## config.mk

```make
export PLATFORM = sky130hd
export DESIGN_NAME = lc3_mem_ctrl
export DESIGN_NICKNAME = d
export VERILOG_FILES = /design/src/rtl/lc3_pkg.sv /design/src/rtl/lc3_timeout_ctr.sv /design/src/rtl/lc3_mem_ctrl.sv
export SDC_FILE = /design/constraint.sdc
export NUM_CORES = 1
export LEC_CHECK = 0
export ABC_AREA = 1
export BUFFER_PORTS_ARGS = -buffer_cell sky130_fd_sc_hd__buf_2
export CORE_ASPECT_RATIO = 0.5
export CORE_MARGIN = 4
export CORE_UTILIZATION = 45
export CTS_BUF_LIST = sky130_fd_sc_hd__clkbuf_8
export DETAILED_ROUTE_END_ITERATION = 10
export PLACE_DENSITY = 0.86
export REMOVE_ABC_BUFFERS = 1
export SLEW_MARGIN = 20
export SYNTH_ARGS = -nofsm -noshare
export SYNTH_HDL_FRONTEND = slang
export SYNTH_SLANG_ARGS = --single-unit
```

## constraint.sdc

```tcl
create_clock -name clk -period 1.7 [get_ports clk]
set_input_delay 0.34 -clock clk [delete_from_list [all_inputs] [get_ports clk]]
set_output_delay 0.34 -clock clk [all_outputs]
set_load 0.05 [all_outputs]
```

## src/rtl/lc3_pkg.sv

```systemverilog
// lc3_pkg: shared types and constants for the LC-3 memory-access sequencer.
//   memctrl_state_t  - sequencer FSM states
//   MMIO_BASE etc.   - device-register address map (KBSR/KBDR/DSR/DDR/MCR)
//   COND_MEM_READY   - microsequencer COND code that waits on R
package lc3_pkg;
    localparam int ADDR_W = 16;
    localparam int DATA_W = 16;

    typedef enum logic [1:0] {IDLE, BUSY, DONE} memctrl_state_t;

    localparam logic [ADDR_W-1:0] MMIO_BASE = 16'hFE00;
    localparam logic [ADDR_W-1:0] KBSR      = 16'hFE00;
    localparam logic [ADDR_W-1:0] KBDR      = 16'hFE02;
    localparam logic [ADDR_W-1:0] DSR       = 16'hFE04;
    localparam logic [ADDR_W-1:0] DDR       = 16'hFE06;
    localparam logic [ADDR_W-1:0] MCR       = 16'hFFFE;

    localparam logic [2:0] COND_MEM_READY = 3'b001;

    function automatic logic is_mmio(input logic [ADDR_W-1:0] addr);
        return addr >= MMIO_BASE;
    endfunction
endpackage

```

## src/rtl/lc3_timeout_ctr.sv

```systemverilog
// lc3_timeout_ctr: saturating wait counter with an expire flag at TIMEOUT-1.
//   clk, rst_n  - clock, synchronous active-low reset
//   clr_i       - restart the count at zero (has priority over en_i)
//   en_i        - count one cycle
//   expire_o    - count has reached TIMEOUT-1
module lc3_timeout_ctr #(
    parameter int TIMEOUT = 64,
    parameter int CNT_W   = 7
) (
    input  logic clk,
    input  logic rst_n,
    input  logic clr_i,
    input  logic en_i,
    output logic expire_o
);
    logic [CNT_W-1:0] cnt_q, cnt_d;

    always_comb cnt_d = clr_i ? '0 : (en_i && cnt_q != '1) ? cnt_q + CNT_W'(1) : cnt_q;

    always_ff @(posedge clk) begin
        if (!rst_n) cnt_q <= '0;
        else        cnt_q <= cnt_d;
    end

    assign expire_o = cnt_q == CNT_W'(TIMEOUT - 1);
endmodule

```

## src/rtl/lc3_mem_ctrl.sv

```systemverilog
// lc3_mem_ctrl: LC-3 memory-access sequencer (MIO.EN -> req/ack -> R pulse).
//   clk, rst_n              - clock, synchronous active-low reset
//   mio_en, r_w, mar, mdr_out - access request from control store / datapath
//   R, rdata, bus_err       - ready pulse, read data, sticky timeout flag
//   mem_req/we/addr/wdata   - registered request to memory
//   mem_rdata, mem_ack      - memory response
//   io_req, io_ack, io_rdata - device-register port, present only when
//                              LC3_MEMCTRL_MMIO_EN is defined
module lc3_mem_ctrl
    import lc3_pkg::*;
#(
    parameter int TIMEOUT = 64,
    parameter int CNT_W   = 7
) (
    input  logic              clk,
    input  logic              rst_n,
    input  logic              mio_en,
    input  logic              r_w,
    input  logic [ADDR_W-1:0] mar,
    input  logic [DATA_W-1:0] mdr_out,
    output logic              R,
    output logic [DATA_W-1:0] rdata,
    output logic              bus_err,
    output logic              mem_req,
    output logic              mem_we,
    output logic [ADDR_W-1:0] mem_addr,
    output logic [DATA_W-1:0] mem_wdata,
    input  logic [DATA_W-1:0] mem_rdata,
    input  logic              mem_ack
`ifdef LC3_MEMCTRL_MMIO_EN
    ,
    output logic              io_req,
    input  logic              io_ack,
    input  logic [DATA_W-1:0] io_rdata
`endif
);
    memctrl_state_t    state_q;
    logic              r_q, bus_err_q, mem_req_q, mem_we_q;
    logic [DATA_W-1:0] rdata_q, wdata_q;
    logic [ADDR_W-1:0] addr_q;
    logic              start, ack, expire;
    logic [DATA_W-1:0] resp_data;

`ifdef LC3_MEMCTRL_MMIO_EN
    logic io_req_q;
    assign ack       = io_req_q ? io_ack : mem_ack;
    assign resp_data = io_req_q ? io_rdata : mem_rdata;
    assign io_req    = io_req_q;
`else
    assign ack       = mem_ack;
    assign resp_data = mem_rdata;
`endif

    // The microsequencer still holds MIO.EN in its wait state while R is high,
    // so the R cycle must not launch a new access.
    assign start = state_q == IDLE && mio_en && !r_q;

    lc3_timeout_ctr #(.TIMEOUT(TIMEOUT), .CNT_W(CNT_W)) u_tmo (
        .clk     (clk),
        .rst_n   (rst_n),
        .clr_i   (start),
        .en_i    (state_q == BUSY),
        .expire_o(expire)
    );

    always_ff @(posedge clk) begin
        if (!rst_n) begin
            state_q   <= IDLE;
            r_q       <= 1'b0;
            bus_err_q <= 1'b0;
            mem_req_q <= 1'b0;
            mem_we_q  <= 1'b0;
            rdata_q   <= '0;
            addr_q    <= '0;
            wdata_q   <= '0;
`ifdef LC3_MEMCTRL_MMIO_EN
            io_req_q  <= 1'b0;
`endif
        end else begin
            r_q <= 1'b0;
            case (state_q)
                IDLE: if (start) begin
                    addr_q    <= mar;
                    mem_we_q  <= r_w;
                    wdata_q   <= mdr_out;
                    bus_err_q <= 1'b0;
`ifdef LC3_MEMCTRL_MMIO_EN
                    mem_req_q <= !is_mmio(mar);
                    io_req_q  <= is_mmio(mar);
`else
                    mem_req_q <= 1'b1;
`endif
                    state_q   <= BUSY;
                end
                BUSY: if (ack || expire) begin
                    // ack takes priority over a coincident timeout
                    if (ack && !mem_we_q) rdata_q <= resp_data;
                    if (!ack) begin
                        bus_err_q <= 1'b1;
                        rdata_q   <= '0;
                    end
                    mem_req_q <= 1'b0;
`ifdef LC3_MEMCTRL_MMIO_EN
                    io_req_q  <= 1'b0;
`endif
                    state_q   <= DONE;
                end
                DONE: begin
                    r_q     <= 1'b1;
                    state_q <= IDLE;
                end
                default: state_q <= IDLE;
            endcase
        end
    end

    assign R         = r_q;
    assign rdata     = rdata_q;
    assign bus_err   = bus_err_q;
    assign mem_req   = mem_req_q;
    assign mem_we    = mem_we_q;
    assign mem_addr  = addr_q;
    assign mem_wdata = wdata_q;
endmodule

```

==> results.json, run 1 <==
{
  "outcome": "completed",
  "relSlewSlack_pct": 77.23,
  "grt_overflow": 0,
  "ctsResizeCount": 0,
  "h-tree-depth": 3,
  "synth_top_area_cell": "dfxtp_1",
  "synth_top_area_share_pct": 53.98,
  "path_clk_slew_ns": 0.07,
  "die_w_microns": 108.3,
  "rsz0062_at_grt": "false",
  "postRouteAntennaNets": 0,
  "regToRegStartpoint": "u_tmo.cnt_q[0]",
  "cts_buffer_depth": 2,
  "io_pins": 105,
  "crit_start": "u_tmo.cnt_q[0]",
  "setup_viol": 0,
  "syn_to_final_growth_pct": 32.47,
  "hold_slack_ns": 0.2541,
  "vias": 2203,
  "period_needed_ns": 1.437,
  "slew_violations": 0,
  "wl_microns": 5676,
  "antenna_found_initial": 0,
  "cts_tree": "yes",
  "coreArea_sq_um": 4616,
  "power_w": 0.003373,
  "die-area_sq_um": 6294,
  "grt_pass1_vias": 2113,
  "post_cts_buffers": 0,
  "ys_warn_count": 0,
  "crit_slowest_cell": "dfxtp_1",
  "post_drt_via_cell_ratio": 4.727,
  "utilization_pct": 64.92,
  "worst_path_most_repeated_cell": "nor2_1",
  "ir_drop_mv": 0.6508,
  "first_iter_violations": 129,
  "cp_cell_sequence": "ha_1 > nand3_1 > nor2_2 > a21oi_2 > inv_2 > nor2_1 > nor2_1",
  "rows": 17,
  "hp-start": "mar[6]",
  "drive_gt1_share_pct": 33.25,
  "grt_max_degree": 36,
  "gp_congestion": 0.8544,
  "fmaxAchievable_mhz": 695.9,
  "ys_ff_latch": 61,
  "whs_endpoint": "mem_addr[6]",
  "syn_inst": 290,
  "synth_cell_types": 22,
  "start_kind": "flop",
  "end_kind": "flop",
  "reg2regPathDepth": 7,
  "clk_latency_ns": 0.32,
  "clock_skew_ns": 0.006653,
  "die_h_microns": 58.14,
  "dr.pass1.iters": 6,
  "grt_pass1_wl_microns": 9039,
  "ys_seq_area_share_pct": 53.98,
  "synthTopCellsByArea": "dfxtp_1 (54%), nor2_1 (12%), nand2_1 (6.1%)",
  "required_ns": 1.91,
  "diodes": 0,
  "initial_core_util_pct": 49.01,
  "p_leak_nw": 1.430,
  "nets": 449,
  "tightest_slew_ns": 0.3416,
  "crit_type": "reg -> reg",
  "clock-sinks": 61,
  "numPortBuffers": 104,
  "wire_per_inst_microns": 12.18,
  "cts_buffers": 9,
  "drc": 0,
  "critPathMaxFanout": 7,
  "hold_viol": 0,
  "hp-class": "in -> reg",
  "r2r_end": "u_tmo.cnt_q[1]",
  "period_share_pct": 84.53,
  "syn_area_sq_um": 2262,
  "worstHoldPathCells": 3,
  "crit_arrival_ns": 1.65,
  "power_density_nw_per_um2": 1126,
  "maxCapViolCount": 0,
  "slowest_delay_ns": 0.33,
  "cts_root_buffer": "clkbuf_8",
  "ctsHoldBuffers": 0,
  "reg2reg_slack_ns": 0.26,
  "gr-usage-all-layers_pct": 18.30,
  "postSynthAreaPerCell_sq_um": 7.801,
  "dpl.hpwl_microns": 4202
}
state kept, by name, summed over array words and instances, names as in the netlist:
name / count
u_tmo.cnt_q: 7
mem_wdata: 16
rdata: 16
bus_err: 1
mem_we: 1
state_q: 2
R: 1
mem_addr: 16
mem_req: 1
synth_stat cells (all sizes together):
master,count
a21oi,27
buf,7
clkbuf,8
dfxtp,61
ha,1
inv,11
nand2,39
nand3,19
nand3b,1
nand4,1
nor2,76
nor3,1
o21ai,34
xnor2,2
xor2,2
layout make-up:
type | count | area [sq um]
Fill cell | 410 | 1619
Clock inverter | 6 | 31.28
Sequential cell | 61 | 1221
Inverter | 11 | 41.29
Multi-Input combinational cell | 203 | 924.6
Tap cell | 66 | 82.58
Clock buffer | 10 | 137.6
Timing Repair Buffer | 109 | 558.0
metal layers:
metal | track usage, % | routed length, microns
met2 | 34.10 | 2775
met3 | 6.563 | 495
met5 | 0 | 0
met1 | 18.53 | 2299
met4 | 8.633 | 106
cells in the final DEF (no fill, tap or decap):
master / Yosys / routed
ha_1: 1 / 1
nand2_1: 37 / 37
a21oi_4: 1 / 1
inv_1: 7 / 9
buf_4: 4 / 5
nor2_2: 1 / 1
a21oi_2: 1 / 1
dfxtp_1: 61 / 61
nand2_2: 2 / 2
inv_2: 4 / 4
nor3_1: 1 / 1
nand4_1: 1 / 1
clkbuf_8: 0 / 10
clkinv_2: 0 / 3
xor2_1: 2 / 2
o21ai_1: 13 / 13
nand3b_2: 1 / 1
clkinv_4: 0 / 1
buf_2: 3 / 104
nand3_1: 19 / 19
a21oi_1: 25 / 25
o21ai_0: 21 / 21
xnor2_1: 2 / 2
nor2_1: 75 / 75
kinds of logic (layout without fill, tap and decap cells):
family | after synthesis | in the layout | share of synthesized area [%]
and+or+nand+nor | 137 | 137 | 24.61
DFF | 61 | 61 | 53.98
AOI/OAI and AO/OA | 61 | 61 | 14.16
buffers and inverters | 26 | 136 | 5.144
adders and majority gates | 1 | 1 | 0.5530
xor gates and xnor gates | 4 | 4 | 1.549
worst max-delay path, delay by kind of cell (launching register included):
| kind | cells | cell delay [ns] |
|---|---|---|
| AND/OR/NAND/NOR | 4 | 0.37 |
| flip-flops | 1 | 0.33 |
| AO/OA/AOI/OAI | 1 | 0.27 |
| adder cells (fa/ha/maj) | 1 | 0.24 |
| buffers and inverters | 1 | 0.11 |
stage by stage:
stage / area (sq um) / worst slack [ns] / instances / TNS, ns
floorplan: 2187 / -0.1587 / 275 / -1.649
global placement: 2828 / 0.3408 / 450 / 0
detailed placement: 2828 / 0.2958 / 450 / 0
CTS: 2997 / 0.2766 / 466 / 0
global route: 2997 / 0.1218 / 466 / 0
finish: 2997 / 0.2630 / 466 / 0
worst max-delay path by stage:
stage | to | cells past startpoint
2_1_floorplan | bus_err | 5
3_3_place_gp | u_tmo.cnt_q[1] | 7
3_5_place_dp | u_tmo.cnt_q[1] | 7
4_1_cts | u_tmo.cnt_q[1] | 7
5_1_grt | u_tmo.cnt_q[1] | 7
6_report | u_tmo.cnt_q[1] | 7
power breakdown:
group	leakage [nW]	total [W]	internal [W]	switching, W
registers	0.501	0.00158	0.00153	0.0000494
logic	0.831	0.000729	0.000188	0.000540
clock network	0.0984	0.00107	0.000552	0.000516
total	1.43	0.00337	0.00227	0.00111
Power figures use the tool's default switching activity.
==> run 2: changes to the inputs <==
- CORE_UTILIZATION: 45 -> 43
- clock period: 1.7 -> 1.2 ns (I/O delays scaled with it)
==> run 2 against run 1 <==
Effect of this change: the run now ends with negative setup slack left; setup slack worse by 0.45 ns; clock-buffer cell count increased by 1; first-iteration DRC count rose by 150%; worst hold slack got worse by 0.13 ns; clock power increased by 120%; wire length is 69% higher; via count increased by 24%.
==> results.json, run 2 (synthesis gave the netlist of run 1 again) <==
{
  "place_ws_ns": -0.1687,
  "syn_to_final_growth_pct": 69.14,
  "clock-sinks": 61,
  "r2r_end": "u_tmo.cnt_q[3]",
  "ir_drop_mv": 0.9932,
  "outcome": "complete, but fails checks",
  "hold_slack_ns": 0.1266,
  "slowest_delay_ns": 0.43,
  "required_ns": 1.47,
  "ctsHoldBuffers": 0,
  "setup_tns_ns": -4.025,
  "h-tree-depth": 3,
  "critPathMaxFanout": 3,
  "reg2reg_slack_ns": -0.19,
  "initial_core_util_pct": 45.25,
  "cts_root_buffer": "clkbuf_8",
  "clk_latency_ns": 0.36,
  "maxCapViolCount": 0,
  "gp_congestion": 0.8218,
  "coreArea_sq_um": 5000,
  "die-area_sq_um": 6556,
  "period_needed_ns": 1.386,
  "numPortBuffers": 104,
  "gr-usage-all-layers_pct": 22.49,
  "p_leak_nw": 1.698,
  "relSlewSlack_pct": 81.05,
  "end_kind": "flop",
  "die_w_microns": 110.6,
  "rows": 18,
  "dpl.hpwl_microns": 4278,
  "tightest_slew_ns": 0.2836,
  "power_w": 0.006019,
  "clock_skew_ns": 0.01796,
  "crit_start": "u_tmo.cnt_q[2]",
  "cp_cell_sequence": "buf_4 > nand2_1 > nor2_1 > xor2_1 > nand2_1 > a21oi_2",
  "hp-start": "mdr_out[12]",
  "final_cell_mix": "nor2_1 (70), buf_2 (62), dfxtp_1 (55)",
  "io_pins": 105,
  "setup_viol": 56,
  "worstHoldPathCells": 3,
  "grt_max_degree": 34,
  "hp-class": "in -> reg",
  "post_drt_via_cell_ratio": 5.506,
  "slew_violations": 0,
  "timing.final.ws_setup_ns": -0.1862,
  "first_iter_violations": 320,
  "dr.pass1.iters": 5,
  "hold_viol": 0,
  "crit_slowest_cell": "dfxtp_1",
  "grt_pass1_vias": 2397,
  "crit_type": "reg -> reg",
  "grt_pass1_wl_microns": 11570,
  "grt_overflow": 0,
  "antenna_found_initial": 0,
  "reg2regPathDepth": 6,
  "worst_path_most_repeated_cell": "nand2_1",
  "vias": 2742,
  "die_h_microns": 59.29,
  "cts_buffers": 9,
  "drive_gt1_share_pct": 49.07,
  "cts_buffer_depth": 2,
  "nets": 478,
  "fill_cells": 310,
  "whs_endpoint": "mem_wdata[12]",
  "final_common_cell": "nor2_1",
  "wire_per_inst_microns": 19.26,
  "crit_arrival_ns": 1.66,
  "cts_tree": "yes",
  "utilization_pct": 76.53,
  "fmaxAchievable_mhz": 721.4,
  "diodes": 0,
  "rsz0062_at_grt": "true",
  "start_kind": "flop",
  "postRouteAntennaNets": 0,
  "drc": 0,
  "regToRegStartpoint": "u_tmo.cnt_q[2]",
  "violations": "negative setup slack",
  "path_clk_slew_ns": 0.06,
  "period_share_pct": 115.5,
  "power_density_nw_per_um2": 1573,
  "wl_microns": 9592
}
==> run 2: changes by cell type in the layout (fill, tap and decap cells not counted), sizes merged <==
| cell | delta |
|---|---|
| buf | -3 |
| bufinv | +3 |
| clkbuf | +32 |
| clkinv | -3 |
| inv | -2 |
| nand2 | +1 |
==> run 2: worst max-delay path: cells and delay by family, from the launching register on <==
kind	cells	cell delay, ns
and+or+nand+nor	3	0.35
xor gates and xnor gates	1	0.19
DFF	1	0.43
AOI/OAI and AO/OA	1	0.16
buffers and inverters	1	0.19
==> run 2: how the worst max path moves through the flow <==
stage | to | slack [ns]
2_1_floorplan | bus_err | -0.66
3_3_place_gp | u_tmo.cnt_q[2] | -0.10
3_5_place_dp | u_tmo.cnt_q[3] | -0.17
4_1_cts | u_tmo.cnt_q[2] | -0.01
5_1_grt | u_tmo.cnt_q[5] | -0.26
6_report | u_tmo.cnt_q[3] | -0.19
==> run 2: power by group <==
part / total [W] / internal [W] / switching (W)
sequential: 0.00226 / 0.00216 / 0.000101
combinational: 0.00145 / 0.000499 / 0.000949
clock: 0.00231 / 0.00148 / 0.000828
total: 0.00602 / 0.00414 / 0.00188
==> run 2: timing repair <==
action | CTS | global route
pin swaps | 16 | 5
gates cloned | 2 | 3
resized for setup | 42 | 112
setup endpoints to repair | 60 | 96
setup buffers | 7 | 3
==> run 2: metrics by stage <==
stage               instance area (sq um)  std cells
detailed placement                   2970        469
CTS                                  3477        492
global route                         3826        498
finish                               3826        498
global placement                     2970        469
floorplan                            2187        275
==> run 2: cell type report <==
class	count	area (sq um)	area share (%)
clock inverters	4	95.09	2.485
well taps	70	87.58	2.289
flip-flops and latches	61	1234	32.24
inverters	11	48.80	1.275
repair buffers	137	1030	26.91
multi-input cells	204	1180	30.84
clock buffers	11	151.4	3.957
==> run 2: metal layers <==
| layer | GRT usage, % | share of wire [%] |
|---|---|---|
| met1 | 24.76 | 37 |
| met2 | 41.72 | 49 |
| met3 | 6.626 | 7.4 |
| met4 | 9.649 | 6.6 |
| met5 | 0 | 0 |
==> run 3: changes to the inputs <==
- ABC_CLOCK_PERIOD_IN_PS: not set -> 1200
- PLACE_DENSITY: 0.86 -> 0.78
==> run 3 against run 2 <==
Effect of this change: cell area shrank 8.4%; highest routed layer unchanged; maximum frequency grew 9.4%; critical path type unchanged; worst hold slack gained 0.011 ns; via count shrank 11%; critical path depth grew 1; clock-buffer cell count is the same; setup slack gained 0.12 ns; the run still ends with negative setup slack left.
==> results.json, run 3 (synthesis gave the netlist of run 1 again) <==
{
  "outcome": "complete, but fails checks",
  "violations": "negative setup slack",
  "final_common_cell": "nor2_1",
  "diodes": 0,
  "power_w": 0.005027,
  "post_drt_via_cell_ratio": 4.982,
  "final_cell_mix": "nor2_1 (73), buf_2 (57), dfxtp_1 (54)",
  "first_iter_violations": 99,
  "crit_family": "flip-flops",
  "ir_drop_mv": 0.8039,
  "tightest_slew_ns": 0.2581,
  "clock-sinks": 61,
  "grt_pass1_vias": 2361,
  "die_h_microns": 59.29,
  "postRouteAntennaNets": 0,
  "gp_congestion": 0.8427,
  "grt_overflow": 0,
  "slew_violations": 0,
  "slowest_delay_ns": 0.34,
  "initial_core_util_pct": 45.25,
  "hold_viol": 0,
  "hp-start": "mar[5]",
  "hp-class": "in -> reg",
  "vias": 2451,
  "period_share_pct": 105.6,
  "gr-usage-all-layers_pct": 19.83,
  "io_pins": 105,
  "drive_gt1_share_pct": 45.26,
  "place_area_sq_um": 2978,
  "worstHoldPathCells": 3,
  "clk_latency_ns": 0.34,
  "crit_type": "reg -> reg",
  "p_leak_nw": 1.577,
  "maxCapViolCount": 0,
  "required_ns": 1.46,
  "drc": 0,
  "dr.pass1.iters": 4,
  "h-tree-depth": 3,
  "grt_pass1_wl_microns": 10360,
  "numPortBuffers": 104,
  "reg2regPathDepth": 7,
  "drt-met1-wl_microns": 2778,
  "dpl.hpwl_microns": 4353,
  "crit_arrival_ns": 1.52,
  "coreArea_sq_um": 5000,
  "utilization_pct": 70.12,
  "syn_to_final_growth_pct": 54.98,
  "rows": 18,
  "antenna_found_initial": 0,
  "crit_slowest_cell": "dfxtp_2",
  "rsz0062_at_grt": "true",
  "nets": 473,
  "hold_slack_ns": 0.1375,
  "regToRegStartpoint": "u_tmo.cnt_q[0]",
  "critPathBufInv": 1,
  "power_density_nw_per_um2": 1434,
  "start_kind": "flop",
  "crit_start": "u_tmo.cnt_q[0]",
  "fmaxAchievable_mhz": 788.8,
  "wire_per_inst_microns": 13.81,
  "final_area_sq_um": 3506,
  "critPathMaxFanout": 3,
  "whs_endpoint": "mem_addr[5]",
  "wl_met2_microns": 3482,
  "die_w_microns": 110.6,
  "path_clk_slew_ns": 0.06,
  "top_layer": "met4",
  "cp_cell_sequence": "ha_4 > nand3_4 > nor2_4 > a21oi_4 > buf_4 > nand2_2 > a21oi_1",
  "reg2reg_slack_ns": -0.07,
  "cts_tree": "yes",
  "clock_skew_ns": 0.007812,
  "relSlewSlack_pct": 82.91,
  "end_kind": "flop",
  "die-area_sq_um": 6556,
  "wl_microns": 6796,
  "timing.final.ws_setup_ns": -0.06768,
  "cts_root_buffer": "clkbuf_8",
  "cts_buffers": 9,
  "period_needed_ns": 1.268,
  "grt_max_degree": 25,
  "cts_buffer_depth": 2,
  "setup_viol": 23,
  "dr_wl_met3_microns": 418,
  "r2r_end": "u_tmo.cnt_q[4]"
}
==> run 3: cell count changes in the layout (fill, tap and decap cells not counted), sizes merged <==
cell	previous run	this run
clkinv	1	2
buf	106	100
inv	11	12
clkbuf	42	43
bufinv	3	0
==> run 3: final cells by class <==
class	instances	area, sq um
clock buffer	11	151.4
clock inverter	3	13.76
fill	408	1494
inverter	11	41.29
multi-input combinational	204	1094
sequential	61	1230
tap	70	87.58
timing repair buffer	132	888.4
==> run 3: per-layer routing <==
layer	GRT usage, %	vias to the layer above
met5	0	-
met4	8.772	0
met3	6.626	14
met2	37.16	83
met1	20.99	1153
li1	-	1201
==> run 3: through the flow <==
step | setup slack (ns) | instances | TNS, ns
finish | -0.06768 | 492 | -0.6352
global route | -0.09668 | 492 | -1.846
CTS | -0.03762 | 489 | -0.2047
floorplan | -0.6587 | 275 | -25.31
global placement | -0.06693 | 470 | -1.158
detailed placement | -0.1241 | 470 | -2.458
==> run 3: worst max-delay path by stage <==
stage / end / slack (ns) / depth (start not counted)
finish: u_tmo.cnt_q[4] / -0.07 / 7
global placement: rdata[6] / -0.07 / 8
detailed placement: rdata[5] / -0.12 / 8
CTS: u_tmo.cnt_q[1] / -0.04 / 7
global route: u_tmo.cnt_q[4] / -0.1 / 7
floorplan: bus_err / -0.66 / 5
==> run 3: power breakdown <==
part           leakage [nW]  switching (W)  internal [W]
Combinational         0.981       0.000815      0.000398
Clock                0.0922       0.000740      0.000824
Sequential            0.504      0.0000863       0.00216
Total                  1.58        0.00164       0.00339
==> run 3: worst register-to-register path, stage by stage, from the launching register on <==
cell     delay [ns]
dfxtp_2        0.34
ha_4           0.18
nand3_4        0.10
nor2_4         0.05
a21oi_4        0.16
buf_4          0.16
nand2_2        0.04
a21oi_1        0.17
==> run 3: repair_timing <==
item / 4_1_cts / 5_1_grt
pin swaps: 7 / 17
hold buffers: 0 / 0
gates cloned: 1 / 0
gates resized for setup: 20 / 91
setup buffers: 4 / 4
setup endpoints to repair: 47 / 99
